===== config.mk =====
export PLATFORM = sky130hd
export DESIGN_NAME = pipe_hazard_ctrl_flat
export DESIGN_NICKNAME = d
export VERILOG_FILES = /design/src/rtl/pipe_hazard_ctrl_pkg.sv /design/src/rtl/pipe_hazard_ctrl_if.sv /design/src/rtl/pipe_hazard_ctrl_hazard_detect.sv /design/src/rtl/pipe_hazard_ctrl.sv /design/src/flat_wrapper.sv
export SDC_FILE = /design/constraint.sdc
export NUM_CORES = 1
export LEC_CHECK = 0
export BUFFER_PORTS_ARGS = -buffer_cell sky130_fd_sc_hd__buf_2
export CAP_MARGIN = 20
export CORE_MARGIN = 3
export CORE_UTILIZATION = 35
export CTS_CLUSTER_DIAMETER = 200
export DETAILED_ROUTE_END_ITERATION = 16
export GPL_TIMING_DRIVEN = 0
export PLACE_DENSITY_LB_ADDON = 0.3
export SLEW_MARGIN = 20
export SYNTH_ARGS = -nofsm -noshare
export SYNTH_HDL_FRONTEND = slang
export SYNTH_SLANG_ARGS = --single-unit
export TNS_END_PERCENT = 100

===== constraint.sdc =====
create_clock -name clk -period 2 [get_ports clk]
set_clock_uncertainty 0.2 [all_clocks]
set_input_delay 0.1 -clock clk [delete_from_list [all_inputs] [get_ports clk]]
set_output_delay 0.1 -clock clk [all_outputs]
set_load 0.02 [all_outputs]

===== src/rtl/pipe_hazard_ctrl_pkg.sv =====
// Shared types for the pipeline hazard controller.
//   ctrl_state_t : sequencer states
//   pcsel_t      : PC-source select driven to the datapath
//   exc_cause_t  : latched exception cause
//   EXC_VECTOR   : exception handler address selected by PC_EXC
package pipe_hazard_ctrl_pkg;

  typedef enum logic [1:0] {
    RUN       = 2'd0,
    MEM_WAIT  = 2'd1,
    EXC_FLUSH = 2'd2,
    EXC_REDIR = 2'd3
  } ctrl_state_t;

  typedef enum logic [1:0] {
    PC_SEQ    = 2'd0,
    PC_JUMP   = 2'd1,
    PC_BRANCH = 2'd2,
    PC_EXC    = 2'd3
  } pcsel_t;

  typedef enum logic [1:0] {
    EXC_NONE  = 2'd0,
    EXC_BADOP = 2'd1,
    EXC_OVF   = 2'd2,
    EXC_BUS   = 2'd3
  } exc_cause_t;

  localparam logic [31:0] EXC_VECTOR = 32'h8000_0000;

endpackage


===== src/rtl/pipe_hazard_ctrl_if.sv =====
// Pipeline status/control bundle between datapath and hazard controller.
//   master : controller side (consumes status, drives stall/clear/pc_sel/epc/cause)
//   slave  : datapath side (drives status, consumes controls)
// PERF_CNT_EN adds perf_stall/perf_flush/perf_exc (PERF_W bits each).
interface pipe_hazard_ctrl_if
`ifdef PERF_CNT_EN
  #(parameter int unsigned PERF_W = 32)
`endif
  ;
  import pipe_hazard_ctrl_pkg::*;

  logic [4:0]  id_rd_addr_a;
  logic [4:0]  id_rd_addr_b;
  logic        id_use_a;
  logic        id_use_b;
  logic        ex_mem_rd;
  logic [4:0]  ex_wr_addr;
  logic        ex_branch;
  logic        id_jump;
  logic        exc_badop;
  logic        exc_ovf;
  logic [31:0] exc_pc;
  logic        mem_req;
  logic        mem_ready;

  logic        pc_stall;
  logic        if_stall;
  logic        id_stall;
  logic        ex_stall;
  logic        mem_stall;
  logic        if_clear;
  logic        id_clear;
  logic        ex_clear;
  logic        mem_clear;
  pcsel_t      pc_sel;
  logic [31:0] epc;
  exc_cause_t  cause;
  logic        exc_busy;
`ifdef PERF_CNT_EN
  logic [PERF_W-1:0] perf_stall;
  logic [PERF_W-1:0] perf_flush;
  logic [PERF_W-1:0] perf_exc;
`endif

  modport master (
`ifdef PERF_CNT_EN
    output perf_stall, perf_flush, perf_exc,
`endif
    input  id_rd_addr_a, id_rd_addr_b, id_use_a, id_use_b,
           ex_mem_rd, ex_wr_addr, ex_branch, id_jump,
           exc_badop, exc_ovf, exc_pc, mem_req, mem_ready,
    output pc_stall, if_stall, id_stall, ex_stall, mem_stall,
           if_clear, id_clear, ex_clear, mem_clear,
           pc_sel, epc, cause, exc_busy
  );

  modport slave (
`ifdef PERF_CNT_EN
    input  perf_stall, perf_flush, perf_exc,
`endif
    output id_rd_addr_a, id_rd_addr_b, id_use_a, id_use_b,
           ex_mem_rd, ex_wr_addr, ex_branch, id_jump,
           exc_badop, exc_ovf, exc_pc, mem_req, mem_ready,
    input  pc_stall, if_stall, id_stall, ex_stall, mem_stall,
           if_clear, id_clear, ex_clear, mem_clear,
           pc_sel, epc, cause, exc_busy
  );

endinterface


===== src/rtl/pipe_hazard_ctrl_hazard_detect.sv =====
// Combinational load-use detector.
//   i_ex_mem_rd/i_ex_wr_addr : load in EX and its destination
//   i_rd_addr_a/b, i_use_a/b : decode-stage source registers and usage
//   o_luse                   : decode must wait one cycle for the load data
module hazard_detect (
  input  logic       i_ex_mem_rd,
  input  logic [4:0] i_ex_wr_addr,
  input  logic [4:0] i_rd_addr_a,
  input  logic [4:0] i_rd_addr_b,
  input  logic       i_use_a,
  input  logic       i_use_b,
  output logic       o_luse
);

  logic w_hit_a;
  logic w_hit_b;

  assign w_hit_a = i_use_a && (i_rd_addr_a == i_ex_wr_addr);
  assign w_hit_b = i_use_b && (i_rd_addr_b == i_ex_wr_addr);
  // r0 is hardwired to zero, so a load targeting it never creates a dependency.
  assign o_luse  = i_ex_mem_rd && (i_ex_wr_addr != 5'd0) && (w_hit_a || w_hit_b);

endmodule


===== src/rtl/pipe_hazard_ctrl.sv =====
// Stall/flush sequencer for the 5-stage MIPS pipeline.
//   clk, rst : clock, synchronous active-high reset
//   bus      : pipe_hazard_ctrl_if.master (hazard status in, stall/clear,
//              pc_sel, epc, cause, exc_busy out)
// Parameters: MEM_TIMEOUT (mem_ready wait limit), FLUSH_CYC (EXC_FLUSH length),
// PERF_W (counter width, only with PERF_CNT_EN).
// Optional feature macro: PERF_CNT_EN adds perf_stall/perf_flush/perf_exc.
import pipe_hazard_ctrl_pkg::*;

module pipe_hazard_ctrl #(
  parameter int unsigned MEM_TIMEOUT = 255,
  parameter int unsigned FLUSH_CYC   = 2
`ifdef PERF_CNT_EN
  , parameter int unsigned PERF_W    = 32
`endif
) (
  input  logic               clk,
  input  logic               rst,
  pipe_hazard_ctrl_if.master bus
);

  localparam int unsigned CNT_W  = $clog2(MEM_TIMEOUT + 1);
  localparam int unsigned FCNT_W = $clog2(FLUSH_CYC + 1);

  ctrl_state_t       r_state;
  ctrl_state_t       w_next;
  logic [CNT_W-1:0]  r_cnt;
  logic [FCNT_W-1:0] r_fcnt;
  logic [31:0]       r_epc;
  exc_cause_t        r_cause;
  logic              w_luse;
  logic              w_exc;
  logic              w_wait;
  logic              w_tmo;
  logic              w_flush_done;

  hazard_detect u_hazard_detect (
    .i_ex_mem_rd  (bus.ex_mem_rd),
    .i_ex_wr_addr (bus.ex_wr_addr),
    .i_rd_addr_a  (bus.id_rd_addr_a),
    .i_rd_addr_b  (bus.id_rd_addr_b),
    .i_use_a      (bus.id_use_a),
    .i_use_b      (bus.id_use_b),
    .o_luse       (w_luse)
  );

  assign w_exc        = bus.exc_ovf || bus.exc_badop;
  assign w_wait       = bus.mem_req && !bus.mem_ready;
  assign w_tmo        = (r_cnt == CNT_W'(MEM_TIMEOUT)) && !bus.mem_ready;
  assign w_flush_done = (r_fcnt == FCNT_W'(FLUSH_CYC));

  always_ff @(posedge clk) begin
    if (rst) r_state <= RUN;
    else     r_state <= w_next;
  end

  always_comb begin
    w_next = r_state;
    unique case (r_state)
      RUN: begin
        if (w_exc)       w_next = EXC_FLUSH;
        else if (w_wait) w_next = MEM_WAIT;
      end
      MEM_WAIT: begin
        if (bus.mem_ready) w_next = RUN;
        else if (w_tmo)    w_next = EXC_FLUSH;
      end
      EXC_FLUSH: if (w_flush_done) w_next = EXC_REDIR;
      EXC_REDIR: w_next = RUN;
      default:   w_next = RUN;
    endcase
  end

  always_comb begin
    bus.pc_stall  = 1'b0;
    bus.if_stall  = 1'b0;
    bus.id_stall  = 1'b0;
    bus.ex_stall  = 1'b0;
    bus.mem_stall = 1'b0;
    bus.if_clear  = 1'b0;
    bus.id_clear  = 1'b0;
    bus.ex_clear  = 1'b0;
    bus.mem_clear = 1'b0;
    bus.pc_sel    = PC_SEQ;
    unique case (r_state)
      RUN: begin
        // One if/else chain encodes the redirect priority; a taken branch
        // flushes decode, so the load-use bubble and jump are moot then.
        if (w_exc) begin
          bus.pc_stall = 1'b1;
          bus.if_clear = 1'b1;
          bus.id_clear = 1'b1;
          bus.ex_clear = 1'b1;
        end else if (w_wait) begin
          bus.pc_stall  = 1'b1;
          bus.if_stall  = 1'b1;
          bus.id_stall  = 1'b1;
          bus.ex_stall  = 1'b1;
          bus.mem_stall = 1'b1;
        end else if (bus.ex_branch) begin
          bus.pc_sel   = PC_BRANCH;
          bus.if_clear = 1'b1;
          bus.id_clear = 1'b1;
        end else if (w_luse) begin
          bus.pc_stall = 1'b1;
          bus.if_stall = 1'b1;
          bus.id_clear = 1'b1;
        end else if (bus.id_jump) begin
          bus.pc_sel   = PC_JUMP;
          bus.if_clear = 1'b1;
        end
      end
      MEM_WAIT: begin
        bus.pc_stall  = 1'b1;
        bus.if_stall  = 1'b1;
        bus.id_stall  = 1'b1;
        bus.ex_stall  = 1'b1;
        bus.mem_stall = 1'b1;
        bus.mem_clear = w_tmo;
      end
      EXC_FLUSH: begin
        bus.pc_stall = 1'b1;
        bus.if_clear = 1'b1;
        bus.id_clear = 1'b1;
        bus.ex_clear = 1'b1;
      end
      EXC_REDIR: begin
        bus.pc_sel   = PC_EXC;
        bus.if_clear = 1'b1;
      end
      default: ;
    endcase
  end

  assign bus.exc_busy = (r_state == EXC_FLUSH) || (r_state == EXC_REDIR);
  assign bus.epc      = r_epc;
  assign bus.cause    = r_cause;

  always_ff @(posedge clk) begin
    if (rst) begin
      r_cnt   <= '0;
      r_fcnt  <= '0;
      r_epc   <= '0;
      r_cause <= EXC_NONE;
    end else begin
      if (r_state == RUN && w_next == MEM_WAIT)
        r_cnt <= CNT_W'(1);
      else if (r_state == MEM_WAIT && r_cnt != '1)
        r_cnt <= r_cnt + CNT_W'(1);

      if (r_state != EXC_FLUSH && w_next == EXC_FLUSH)
        r_fcnt <= FCNT_W'(1);
      else if (r_state == EXC_FLUSH)
        r_fcnt <= r_fcnt + FCNT_W'(1);

      if (r_state == RUN && w_exc) begin
        r_epc   <= bus.exc_pc;
        r_cause <= bus.exc_ovf ? EXC_OVF : EXC_BADOP;
      end else if (r_state == MEM_WAIT && w_tmo) begin
        r_epc   <= bus.exc_pc;
        r_cause <= EXC_BUS;
      end
    end
  end

`ifdef PERF_CNT_EN
  always_ff @(posedge clk) begin
    if (rst) begin
      bus.perf_stall <= '0;
      bus.perf_flush <= '0;
      bus.perf_exc   <= '0;
    end else begin
      if (bus.pc_stall)
        bus.perf_stall <= bus.perf_stall + PERF_W'(1);
      if (bus.if_clear || bus.id_clear || bus.ex_clear || bus.mem_clear)
        bus.perf_flush <= bus.perf_flush + PERF_W'(1);
      if (r_state != EXC_FLUSH && w_next == EXC_FLUSH)
        bus.perf_exc <= bus.perf_exc + PERF_W'(1);
    end
  end
`endif

endmodule

===== src/flat_wrapper.sv =====
// flat-port wrapper written by rule: the top's interface ports become plain ports
module pipe_hazard_ctrl_flat 
#(
  parameter int unsigned MEM_TIMEOUT = 255,
  parameter int unsigned FLUSH_CYC   = 2

)
  (clk, rst, bus_id_rd_addr_a, bus_id_rd_addr_b, bus_id_use_a, bus_id_use_b, bus_ex_mem_rd, bus_ex_wr_addr, bus_ex_branch, bus_id_jump, bus_exc_badop, bus_exc_ovf, bus_exc_pc, bus_mem_req, bus_mem_ready, bus_pc_stall, bus_if_stall, bus_id_stall, bus_ex_stall, bus_mem_stall, bus_if_clear, bus_id_clear, bus_ex_clear, bus_mem_clear, bus_pc_sel, bus_epc, bus_cause, bus_exc_busy);
  pipe_hazard_ctrl_if bus_i ();
  input  logic clk;
  input  logic rst;
  input wire logic [$bits(bus_i.id_rd_addr_a)-1:0] bus_id_rd_addr_a;
  input wire logic [$bits(bus_i.id_rd_addr_b)-1:0] bus_id_rd_addr_b;
  input wire logic [$bits(bus_i.id_use_a)-1:0] bus_id_use_a;
  input wire logic [$bits(bus_i.id_use_b)-1:0] bus_id_use_b;
  input wire logic [$bits(bus_i.ex_mem_rd)-1:0] bus_ex_mem_rd;
  input wire logic [$bits(bus_i.ex_wr_addr)-1:0] bus_ex_wr_addr;
  input wire logic [$bits(bus_i.ex_branch)-1:0] bus_ex_branch;
  input wire logic [$bits(bus_i.id_jump)-1:0] bus_id_jump;
  input wire logic [$bits(bus_i.exc_badop)-1:0] bus_exc_badop;
  input wire logic [$bits(bus_i.exc_ovf)-1:0] bus_exc_ovf;
  input wire logic [$bits(bus_i.exc_pc)-1:0] bus_exc_pc;
  input wire logic [$bits(bus_i.mem_req)-1:0] bus_mem_req;
  input wire logic [$bits(bus_i.mem_ready)-1:0] bus_mem_ready;
  output wire logic [$bits(bus_i.pc_stall)-1:0] bus_pc_stall;
  output wire logic [$bits(bus_i.if_stall)-1:0] bus_if_stall;
  output wire logic [$bits(bus_i.id_stall)-1:0] bus_id_stall;
  output wire logic [$bits(bus_i.ex_stall)-1:0] bus_ex_stall;
  output wire logic [$bits(bus_i.mem_stall)-1:0] bus_mem_stall;
  output wire logic [$bits(bus_i.if_clear)-1:0] bus_if_clear;
  output wire logic [$bits(bus_i.id_clear)-1:0] bus_id_clear;
  output wire logic [$bits(bus_i.ex_clear)-1:0] bus_ex_clear;
  output wire logic [$bits(bus_i.mem_clear)-1:0] bus_mem_clear;
  output wire logic [$bits(bus_i.pc_sel)-1:0] bus_pc_sel;
  output wire logic [$bits(bus_i.epc)-1:0] bus_epc;
  output wire logic [$bits(bus_i.cause)-1:0] bus_cause;
  output wire logic [$bits(bus_i.exc_busy)-1:0] bus_exc_busy;
  assign bus_i.id_rd_addr_a = bus_id_rd_addr_a;
  assign bus_i.id_rd_addr_b = bus_id_rd_addr_b;
  assign bus_i.id_use_a = bus_id_use_a;
  assign bus_i.id_use_b = bus_id_use_b;
  assign bus_i.ex_mem_rd = bus_ex_mem_rd;
  assign bus_i.ex_wr_addr = bus_ex_wr_addr;
  assign bus_i.ex_branch = bus_ex_branch;
  assign bus_i.id_jump = bus_id_jump;
  assign bus_i.exc_badop = bus_exc_badop;
  assign bus_i.exc_ovf = bus_exc_ovf;
  assign bus_i.exc_pc = bus_exc_pc;
  assign bus_i.mem_req = bus_mem_req;
  assign bus_i.mem_ready = bus_mem_ready;
  assign bus_pc_stall = bus_i.pc_stall;
  assign bus_if_stall = bus_i.if_stall;
  assign bus_id_stall = bus_i.id_stall;
  assign bus_ex_stall = bus_i.ex_stall;
  assign bus_mem_stall = bus_i.mem_stall;
  assign bus_if_clear = bus_i.if_clear;
  assign bus_id_clear = bus_i.id_clear;
  assign bus_ex_clear = bus_i.ex_clear;
  assign bus_mem_clear = bus_i.mem_clear;
  assign bus_pc_sel = bus_i.pc_sel;
  assign bus_epc = bus_i.epc;
  assign bus_cause = bus_i.cause;
  assign bus_exc_busy = bus_i.exc_busy;
  pipe_hazard_ctrl #(.MEM_TIMEOUT(MEM_TIMEOUT), .FLUSH_CYC(FLUSH_CYC)) u_core (.clk(clk), .rst(rst), .bus(bus_i));
endmodule

==> impl_metrics.py <==
metrics = {
    "run_status": {
        "outcome": "finished with violations",
        "violations": "negative setup slack",
    },
    "sta": {
        "rsz0062_at_grt": "true",
        "worst_pin_slew_ns": 0.526,
        "max-slew-margin-rel_pct": 64.9,
        "hold_viol": 0,
        "finalMaxSlewViolations": 0,
        "setup_violations": 4,
        "max_freq_mhz": 473,
        "finalWorstSetupSlack_ns": -0.114,
        "fin_crit_sh_pct": 106,
        "fin_crit_ns": 2.11,
    },
    "setup_path": {
        "end_kind": "output pin",
        "r2r_end": "u_core.r_fcnt[1]",
        "cp_slowest_stage_delay_ns": 0.37,
        "path_max_fanout": 3,
        "crit_type": "flop to output pin",
        "r2r_slack_ns": 0.02,
        "rr_worst_depth": 10,
        "cp_num_cells": 8,
        "path_buf_inv": 3,
        "cp_top_family": "compound AO/OA/AOI/OAI gates",
        "critPathLaunchType": "flop",
        "cp_slowest_cell": "dfxtp_4",
        "crit_path_frequent_cell": "inv_4",
        "cp-startpoint": "u_core.r_state[0]",
        "crit_chain": "inv_4, ha_4, inv_4, nor3_4, nand2b_1, a211o_1, a21oi_2, buf_6",
        "cp_data_arrival_time_ns": 1.81,
        "r2r-start": "u_core.r_state[1]",
        "cp.required_ns": 1.70,
        "crit_path_end": "bus_pc_sel[0]",
    },
    "floorplanning": {
        "die_w_um": 84.1,
        "coreArea_um2": 5710,
        "die_h_um": 84.1,
        "dieArea_um2": 7070,
        "rows": 27,
        "num_io_pins": 104,
        "initial_core_util_pct": 37.4,
    },
    "layout": {
        "final_common_cell": "buf_2",
        "syn_to_final_growth_pct": 62.4,
        "final_util_pct": 60.7,
        "n_fill_cell": 506,
        "final_cell_mix": "buf_2 (100), nand2_1 (72), dfxtp_1 (42)",
        "drive_above_1_share_pct": 37.1,
        "nets": 494,
        "antennaDiodeCount": 0,
    },
    "placed_design": {
        "gp_congestion": 0.804,
        "dp_slack_ns": -0.243,
        "io_buffers": 103,
        "hpwl_um": 4340,
    },
    "logic_synthesis": {
        "synth_top_family_by_area": "simple AND/OR/NAND/NOR gates",
        "ys.flop_type": "dfxtp_1",
        "postSynthCellCount": 270,
        "synthAdderAreaFrac_pct": 3.52,
        "synth_compound_area_share_pct": 17.9,
        "synthesis.nets": 334,
        "synth_edf_count": 0,
        "async_flop_share_pct": 0,
        "synthesis.area_um2": 2130,
        "yosys.area_share.simple_pct": 24.3,
        "synth.distinct_cells": 45,
        "synth_mux_area_share_pct": 0.938,
        "synth_xor_area_share_pct": 5.74,
        "ys_seq_elements": 46,
        "ys_warn_count": 0,
        "syn_area_per_cell_um2": 7.91,
        "synth-seq-area-share_pct": 43.1,
    },
    "global_route": {
        "met2_usage_pct": 31.9,
        "grt_max_degree": 15,
        "overflow": 0,
        "track_usage_pct": 18.3,
        "grt_pass1_vias": 2425,
        "grt_pass1_wl_um": 10800,
        "grt-busiest-layer": "met2",
        "grt_use_met3_pct": 3.75,
        "met1_usage_pct": 21.2,
        "antenna_found_initial": 0,
    },
    "power": {
        "total_power_w": 0.00271,
        "ir_drop_v": 0.000446,
        "p_leak_nw": 1.60,
        "power_density_nw_per_um2": 781,
    },
    "clock_tree": {
        "clock-sinks": 46,
        "clk_pin_slew_ns": 0.08,
        "cts_tree": "built",
        "htree_levels": 2,
        "cts_buffers": 5,
        "cts_root_buf": "clkbuf_8",
        "clk_path_buf_depth": 2,
        "worstSkewPairLatency_ns": 0.30,
    },
    "route": {
        "viasPerCell": 4.84,
        "vias": 2437,
        "first_iter_violations": 116,
        "wl_um": 6760,
        "firstDrtPassIters": 4,
        "ant_nets": 0,
        "wl_per_cell_um": 13.4,
        "remaining_drc_errors": 0,
    },
    "min_path": {
        "worstHoldPathType": "primary input to flop",
        "min-delay-start": "rst",
    },
    "flow_run": {
        "maxCapViolations": 0,
    },
}
## synthesized netlist by cell type (all sizes together), types with 2 or more instances
cell type  number  area (µm²)
a21oi          41         205
nand2          73         282
a211oi          2        20.0
o21bai          2        18.8
nor3            3        20.0
xor2            4        35.0
buf             8        43.8
nor2b           2        12.5
o31a            2        17.5
a31oi           2        12.5
mux2i           2        20.0
nand3           6        30.0
o21a            2        15.0
nor2           15        56.3
dfxtp          46         921
xnor2          10        87.6
nand2b          4        25.0
and3            3        20.0
clkbuf          6        22.5
a211o           2        17.5
o21ai           6        33.8
nand4           4        25.0
ha              6        75.1
inv             8        30.0
## per-stage QoR
stage	cell area (µm²)	hold slack (ns)	instances	TNS, ns
finish	3470	0.0172	503	-0.371
global route	3470	0.0409	503	-0.869
CTS	3330	0.0428	495	-0.0607
detailed placement	2740	0.151	445	-8.39
global placement	2740	0.145	445	-8.56
floorplan	2140	-0.000870	270	0
## layer usage
layer  share of wire (%)  up-vias
met5                   0        -
met4                 2.7        0
met3                 5.2       18
met2                  51       76
met1                  41     1111
li1                    -     1232
## worst reg2reg max path, delay by kind of cell (launching register included)
kind,cells,cell delay [ns]
adders and majority gates,1,0.17
DFF,1,0.39
AOI/OAI and AO/OA,2,0.32
and+or+nand+nor,2,0.24
buffers and inverters,5,0.54
## worst min path at each step
stage	endpoint	slack (ns)	depth (start not counted)
after CTS	u_core.r_cnt[4]	0.04	3
after detailed placement	u_core.bus.epc[12]	0.15	3
final	u_core.r_cnt[4]	0.02	3
after floorplan	u_core.bus.cause[0]	-0.0009	1
after global placement	u_core.bus.epc[28]	0.15	3
after global routing	u_core.r_cnt[4]	0.04	3
## area by class of cell
cell class / instances / area [µm²] / share of cell area (%)
buffer: 13 / 88.8 / 2.56
sequential: 46 / 933 / 26.9
inverter: 8 / 37.5 / 1.08
multi-input combinational: 202 / 1200 / 34.7
clock buffer: 5 / 68.8 / 1.99
tap: 72 / 90.1 / 2.60
timing repair buffer: 154 / 1000 / 29.0
clock inverter: 3 / 40.0 / 1.16
## power breakdown
| group | switching (W) | total (W) | internal (W) |
|---|---|---|---|
| Combinational | 0.000543 | 0.000967 | 0.000425 |
| Sequential | 0.0000535 | 0.00106 | 0.00101 |
| Clock | 0.000307 | 0.000675 | 0.000368 |
| Total | 0.000904 | 0.00271 | 0.00180 |
## what timing repair did
action / in CTS / in global routing
buffers inserted: 9 / 8
endpoints found under the setup margin: 47 / 46
cloned: 0 / 1
pin swaps: 7 / 8
resized for setup: 26 / 26
hold endpoints to repair: 34 / 0
hold buffers: 34 / 0
## sequential cells by signal (all words and copies together), names as in the netlist
signal / cells
u_core.bus.epc: 32
u_core.r_state: 2
u_core.r_fcnt: 2
u_core.bus.cause: 2
u_core.r_cnt: 8
## cells by family (layout without fill, tap and decap cells)
kind of cell,Yosys count,count (layout)
flops,46,46
fa+ha+maj,6,6
xor+xnor,14,14
compound gates,64,64
simple gates,116,116
buf+inv,22,183
mux,2,2
Power figures use the tool's default switching activity.
